==> src/rtl/dff_write_arbiter.sv <==
// Shared DATA_W-bit storage register written by N_REQ requesters through a grant/commit handshake.
// Build option DFF_ARB_FIXED_PRIO_EN selects fixed lowest-index priority instead of round-robin.
module dff_write_arbiter #(
  parameter int N_REQ  = 4,
  parameter int DATA_W = 8
) (
  input  logic                      i_clk,
  input  logic                      i_rst_n,
  input  logic [N_REQ-1:0]          i_req,
  input  logic [N_REQ*DATA_W-1:0]   i_wdata,
  output logic [N_REQ-1:0]          o_gnt,
  output logic [N_REQ-1:0]          o_ack,
  output logic [DATA_W-1:0]         o_Q,
  output logic [DATA_W-1:0]         o_Qbar,
  output logic                      o_busy
);

  localparam int PTR_W = (N_REQ > 1) ? $clog2(N_REQ) : 1;

  // state    | meaning
  // S_IDLE   | waiting for any request; arbitration happens here
  // S_GRANT  | winner granted; commits its data if still requesting, else aborts
  // S_COMMIT | ack pulse cycle; grant released and round-robin pointer advanced
  typedef enum logic [1:0] {
    S_IDLE   = 2'd0,
    S_GRANT  = 2'd1,
    S_COMMIT = 2'd2
  } state_t;

  state_t              state_q, state_d;
  logic [N_REQ-1:0]    gnt_q, gnt_d;
  logic [N_REQ-1:0]    ack_q, ack_d;
  logic [DATA_W-1:0]   q_q, q_d;
  logic [PTR_W-1:0]    win_q, win_d;

  logic                arb_found;
  logic [PTR_W-1:0]    arb_idx;
  logic [DATA_W-1:0]   wdata_sel;

`ifdef DFF_ARB_FIXED_PRIO_EN
  always_comb begin
    arb_found = 1'b0;
    arb_idx   = '0;
    for (int i = 0; i < N_REQ; i++) begin
      if (!arb_found && i_req[i]) begin
        arb_found = 1'b1;
        arb_idx   = PTR_W'(i);
      end
    end
  end
`else
  logic [PTR_W-1:0] rr_ptr_q, rr_ptr_d;
  int               rr_pos;
  logic [PTR_W-1:0] rr_cand;

  // Scan starts at rr_ptr and wraps, so N_REQ need not be a power of two.
  always_comb begin
    arb_found = 1'b0;
    arb_idx   = '0;
    rr_pos    = 0;
    rr_cand   = '0;
    for (int i = 0; i < N_REQ; i++) begin
      rr_pos = int'(rr_ptr_q) + i;
      if (rr_pos >= N_REQ) rr_pos = rr_pos - N_REQ;
      rr_cand = PTR_W'(rr_pos);
      if (!arb_found && i_req[rr_cand]) begin
        arb_found = 1'b1;
        arb_idx   = rr_cand;
      end
    end
  end

  always_comb begin
    rr_ptr_d = rr_ptr_q;
    if (state_q == S_COMMIT) begin
      rr_ptr_d = (win_q == PTR_W'(N_REQ - 1)) ? '0 : win_q + 1'b1;
    end
  end

  always_ff @(posedge i_clk or negedge i_rst_n) begin
    if (!i_rst_n) rr_ptr_q <= '0;
    else          rr_ptr_q <= rr_ptr_d;
  end
`endif

  always_comb begin
    wdata_sel = '0;
    for (int k = 0; k < N_REQ; k++) begin
      if (win_q == PTR_W'(k)) wdata_sel = i_wdata[k*DATA_W +: DATA_W];
    end
  end

  always_comb begin
    state_d = state_q;
    gnt_d   = gnt_q;
    ack_d   = ack_q;
    q_d     = q_q;
    win_d   = win_q;
    case (state_q)
      S_IDLE: begin
        if (arb_found) begin
          win_d          = arb_idx;
          gnt_d          = '0;
          gnt_d[arb_idx] = 1'b1;
          state_d        = S_GRANT;
        end
      end
      S_GRANT: begin
        if (i_req[win_q]) begin
          q_d          = wdata_sel;
          ack_d        = '0;
          ack_d[win_q] = 1'b1;
          state_d      = S_COMMIT;
        end else begin
          gnt_d   = '0;
          state_d = S_IDLE;
        end
      end
      S_COMMIT: begin
        ack_d   = '0;
        gnt_d   = '0;
        state_d = S_IDLE;
      end
      default: begin
        ack_d   = '0;
        gnt_d   = '0;
        state_d = S_IDLE;
      end
    endcase
  end

  always_ff @(posedge i_clk or negedge i_rst_n) begin
    if (!i_rst_n) begin
      state_q <= S_IDLE;
      gnt_q   <= '0;
      ack_q   <= '0;
      q_q     <= '0;
      win_q   <= '0;
    end else begin
      state_q <= state_d;
      gnt_q   <= gnt_d;
      ack_q   <= ack_d;
      q_q     <= q_d;
      win_q   <= win_d;
    end
  end

  assign o_gnt  = gnt_q;
  assign o_ack  = ack_q;
  assign o_Q    = q_q;
  assign o_Qbar = ~q_q;
  assign o_busy = (state_q != S_IDLE);

endmodule

==> config.mk <==
export PLATFORM = sky130hd
export DESIGN_NAME = dff_write_arbiter
export DESIGN_NICKNAME = d
export VERILOG_FILES = /design/src/rtl/dff_write_arbiter.sv
export SDC_FILE = /design/constraint.sdc
export NUM_CORES = 1
export LEC_CHECK = 0
export CORE_MARGIN = 2
export CORE_UTILIZATION = 41
export DETAILED_ROUTE_END_ITERATION = 6
export GPL_ROUTABILITY_DRIVEN = 0
export HOLD_SLACK_MARGIN = 0.03
export MAX_ROUTING_LAYER = met4
export PLACE_DENSITY = 0.91
export SYNTH_ARGS = -nofsm -noshare
export SYNTH_HDL_FRONTEND = slang
export SYNTH_SLANG_ARGS = --single-unit
==> constraint.sdc <==
create_clock -name i_clk -period 2.3 [get_ports i_clk]
set_input_delay 0.23 -clock i_clk [delete_from_list [all_inputs] [get_ports i_clk]]
set_output_delay 0.23 -clock i_clk [all_outputs]
set_load 0.02 [all_outputs]
; Word level (Yosys, flattened, before mapping)
; Index checks and enable logic that the tools add are counted.
[totals]
ff_bits = 22
latch_bits = 0
mem_bits_rw = 0
mem_bits_ro = 0
in_bits = 38
wordCells = 90
memories = 0
[classes]
n_addsub = 8
mul = 0
n_div = 0
n_lt_le_gt_ge = 12
eq_ne = 8
n_shift = 0
muxes = 39
bitwise_logic = 2
n_reduce_logical = 15
[op_table]
columns = operator, n
row1 = 2-to-1 mux 8 bit, 4
row2 = 2-to-1 mux 2 bit, 11
row3 = "< comparator 2 x 3 -> 1 bit, second input constant", 6
row4 = one-hot mux 4 bit (2 select lines), 2
row5 = 2-to-1 mux 4 bit, 3
row6 = 2-to-1 mux 1 bit, 11
row7 = binary-select mux 1 bit (select 2 bit), 5
row8 = "greater-or-equal comparator 3 bit, second input constant", 3
row9 = inverter 8 bit, 1
row10 = AND reduction 2 bit, 4
row11 = "subtractor 2 x 1 -> 2 bit, second input constant", 4
row12 = "adder 2 x 2 -> 3 bit, second input constant", 2
row13 = "== test 2 bit, second input constant", 3
row14 = "inequality test 2 bit, second input constant", 3
row15 = logical AND 1 bit, 5
row16 = demux 1 bit (select 2 bit), 2
row17 = "== test 2 x 1 -> 1 bit, second input constant", 2
row18 = "greater-or-equal comparator 2 x 1 -> 1 bit, second input constant", 2
row19 = zero test 2 bit, 2
row20 = one-hot mux 2 bit (2 select lines), 1
row21 = "adder 2 x 1 -> 3 bit, second input constant", 1
row22 = "greater-or-equal comparator 2 x 3 -> 1 bit, second input constant", 1
row23 = zero test 1 bit, 3
row24 = "adder 2 x 1 -> 2 bit, second input constant", 1
row25 = other kinds (2), 2

; Logic depth before layout (Yosys ltp)
[logic_depth]
depth_word = 20
ltp_mapped = 7

; Worst setup path before layout
; No wires, ideal clock.
[synth_timing]
path_type = flip-flop to flip-flop
start = register win_q[0]
end = register q_q[0], in the netlist o_Q[0]
arrival_ns = 1.486
t_required_ns = 2.175
setup_slack_ns = 0.689
path_stages_with_launch = 7
n_path_buf = 1
period_less_slack_ns = 1.611
cell_sequence = dfrtp_1 > inv_1 > ha_1 > clkbuf_1 > a221oi_1 > o31ai_1 > mux2_4
[synth_via]
elab_chain_len = 5
word_cells_on_any_way = 11
[synth_rtl]
columns = element, line
row1 = "start, declared", 34  ; logic [PTR_W-1:0] win_q, win_d;
row2 = "start signal, assigned", 144  ; win_q <= win_d;
row3 = zero test 2 bit, 89  ; if (win_q == PTR_W'(k)) wdata_sel = i_wdata[k*DATA_W +: DATA_W];
row4 = 2-to-1 mux 8 bit (4 in a row), 89
row5 = "end signal, assigned", 143  ; q_q <= q_d;
row6 = "end, declared", 33  ; logic [DATA_W-1:0] q_q, q_d;
; Several ways; a longest one is shown, not always the timed one. The select of a mux whose other input is x is not followed.
; A chain may end at the register's enable or synchronous reset.

; Worst setup path after layout
[layout_timing]
start = register state_q[1]
end = output o_busy
[layout_via]
elab_chain_len = 1
[layout_rtl]
columns = element, line
row1 = "start, declared", 30  ; state_t state_q, state_d;
row2 = "start signal, assigned", 140  ; state_q <= state_d;
row3 = nonzero test 2 bit, 152  ; assign o_busy = (state_q != S_IDLE);
row4 = "end, declared", 15  ; output logic o_busy
; No other way between the ends.

==> metrics.yaml <==
power:
  finalPower_mw: 2.84
  vdd_drop_max_uv: 982
  leakage_nw: 0.862
  power.density_nw_per_um2: 1400
synthesis:
  netlist.area_leader.share_pct: 41.5
  synth_cells: 128
  synthFlopType: "dfrtp_1"
  synth_area_leaders: "dfrtp_1, mux2_4, a221oi_1"
  synthArstFlopShare_pct: 100
  syn_area_um2: 1330
  synth_cell_type_count: 29
  ys_warn_count: 0
  synth-edff-count: 0
  synth_top_cell_by_area: "dfrtp_1"
  syn_nets: 170
  ys_seq_area_share_pct: 41.5
  synth.avg_cell_area_um2: 10.4
  ys_ff_latch: 22
layout:
  mostFrequentLayoutCells: "clkdlybuf4s50_1, dfrtp_1, nand2_1"
  diodes: 0
  fin_nets: 234
  area_delta_synth_final_pct: 53.6
  design_area_um2: 2040
  finalNonFillerCells: 235
  drive_gt1_share_pct: 10.5
  layout.cells.most_common: "clkdlybuf4s50_1"
global_route:
  grt_pass1_wl_mm: 5.99
  first_global_vias: 1244
  grt_max_degree: 23
  grtUsageTotal_pct: 22.5
  antenna_found_initial: 0
  grt_remaining_overflow: 0
clock_tree:
  clock_sinks: 22
  numCtsBuffers: 3
  clock_path_buffers: 2
  ctsHtreeMaxLevel: 1
  post_cts_buffers: 0
  cts.reportedPaths.clkPinSlew_ns: 0.13
  cts_resized: 0
  clock_latency_ns: 0.31
  ctsHoldBuffers: 0
  cts_tree: "yes"
  cts-root-buf: "clkbuf_4"
drt:
  routed_wl_mm: 3.91
  drt_first_pass_iters: 5
  viasPerCell: 5.53
  drt_iter0_drc: 54
  drtAntennaViolNets: 0
  routedWlPerCell_um: 16.6
  drc_errors: 0
  dr_total_vias: 1299
floorplan:
  io_pins: 63
  fp.dieW_um: 60.9
  die_area_um2: 3710
  num_rows: 20
  fp.dieH_um: 60.9
  core_area_um2: 3050
  start_util_pct: 43.4
critical_path:
  worstSetupStartpointType: "register"
  path_class: "reg2out"
  r2r-end: "o_Q[2]"
  r2r_slack_ns: 0.33
  worstReg2RegStart: "win_q[0]"
  cp-end-kind: "primary output"
  crit_arrival_ns: 1.75
  worst-path-max-fanout: 8
  cp.required_ns: 2.07
  reg2reg_depth: 6
timing:
  final.period_utilization_pct: 86.0
  fin_crit_ns: 1.98
  skew_ns: 0.0108
  setup_viol: 0
  maxSlewHeadroom_pct: 54.9
  hold_violations: 0
  clock.fmax_mhz: 506
  rsz0062_at_grt: "false"
  finalSetupTns_ns: 0
  worst_slew_pin_slew_ns: 0.676
  slew_viol_final: 0
placement:
  placed_cells: 231
  port-buffer-count: 62
  detailed_place_hpwl_mm: 3.11
  placed_area_um2: 1980
status:
  status: "finished, final reports clean"
flow_run:
  drv_cap: 0
worst_hold_path:
  hold_class: "in2async"
## synthesized netlist by cell type, drive strengths merged (2+ instances only)
cell and count:
a32o 4, o31ai 8, nor2 4, a221oi 8, a21oi 7, mux2 8, mux2i 3, dfrtp 22
a21o 2, nand3 4, inv 11, o21ai 2, nand2 16, clkbuf 4, ha 4, nor2b 9
nand2b 4
## routing by layer
metal / GRT usage [%] / up-vias / share of wire [%]
li1: - / 597 / -
met1: 27.2 / 641 / 38
met2: 37.9 / 53 / 55
met3: 3.84 / 8 / 4.5
met4: 7.76 / 0 / 2.6
met5: - / - / 0
## flip-flops by register name, summed over array words and instances, names as in the netlist
name,cells
o_Q,8
o_ack,4
o_gnt,4
rr_ptr_q,2
state_q,2
win_q,2
## worst max-delay path by stage
stage / from / end
2_1_floorplan: win_q[0] / o_Q[0]
3_3_place_gp: i_req[2] / o_Q[1]
3_5_place_dp: win_q[0] / o_Q[2]
4_1_cts: win_q[0] / o_Q[2]
5_1_grt: win_q[0] / o_Q[2]
6_report: state_q[1] / o_busy
## worst max-delay path, stage by stage, from the launching register on
cell             delay (ns)
dfrtp_1                0.52
or2_2                  0.37
clkdlybuf4s50_1        0.55
## layout make-up
class	count	area, um2
Clock inverter	1	30.0
Sequential cell	22	551
Clock buffer	3	22.5
Multi-Input combinational cell	90	702
Timing Repair Buffer	64	636
Inverter	11	41.3
Fill cell	234	1020
Tap cell	44	55.1
## report_power, final
part           internal [mW]  total (mW)  switching (mW)
registers              0.559       0.748           0.189
logic                  0.888        1.80           0.912
clock network          0.176       0.297           0.121
total                   1.62        2.84            1.22
## per-stage QoR
stage / setup WS (ns) / hold slack, ns / utilization (%)
after floorplan: 0.689 / -0.0656 / -
after global placement: 0.399 / 0.479 / 64.9
after detailed placement: 0.263 / 0.499 / 64.9
after CTS: 0.244 / 0.252 / 66.6
after global routing: 0.195 / 0.262 / 66.7
final: 0.322 / 0.242 / 66.7
## cells by family after synthesis
family                   after synthesis  share of synthesized area [%]
AND/OR/NAND/NOR                       39                           16.2
multiplexers                          12                           12.7
flip-flops                            22                           41.5
buffers and inverters                 16                           5.75
AO/OA/AOI/OAI                         35                           20.0
adder cells (fa/ha/maj)                4                           3.77
Note: power is estimated with default switching activity, not from simulation.
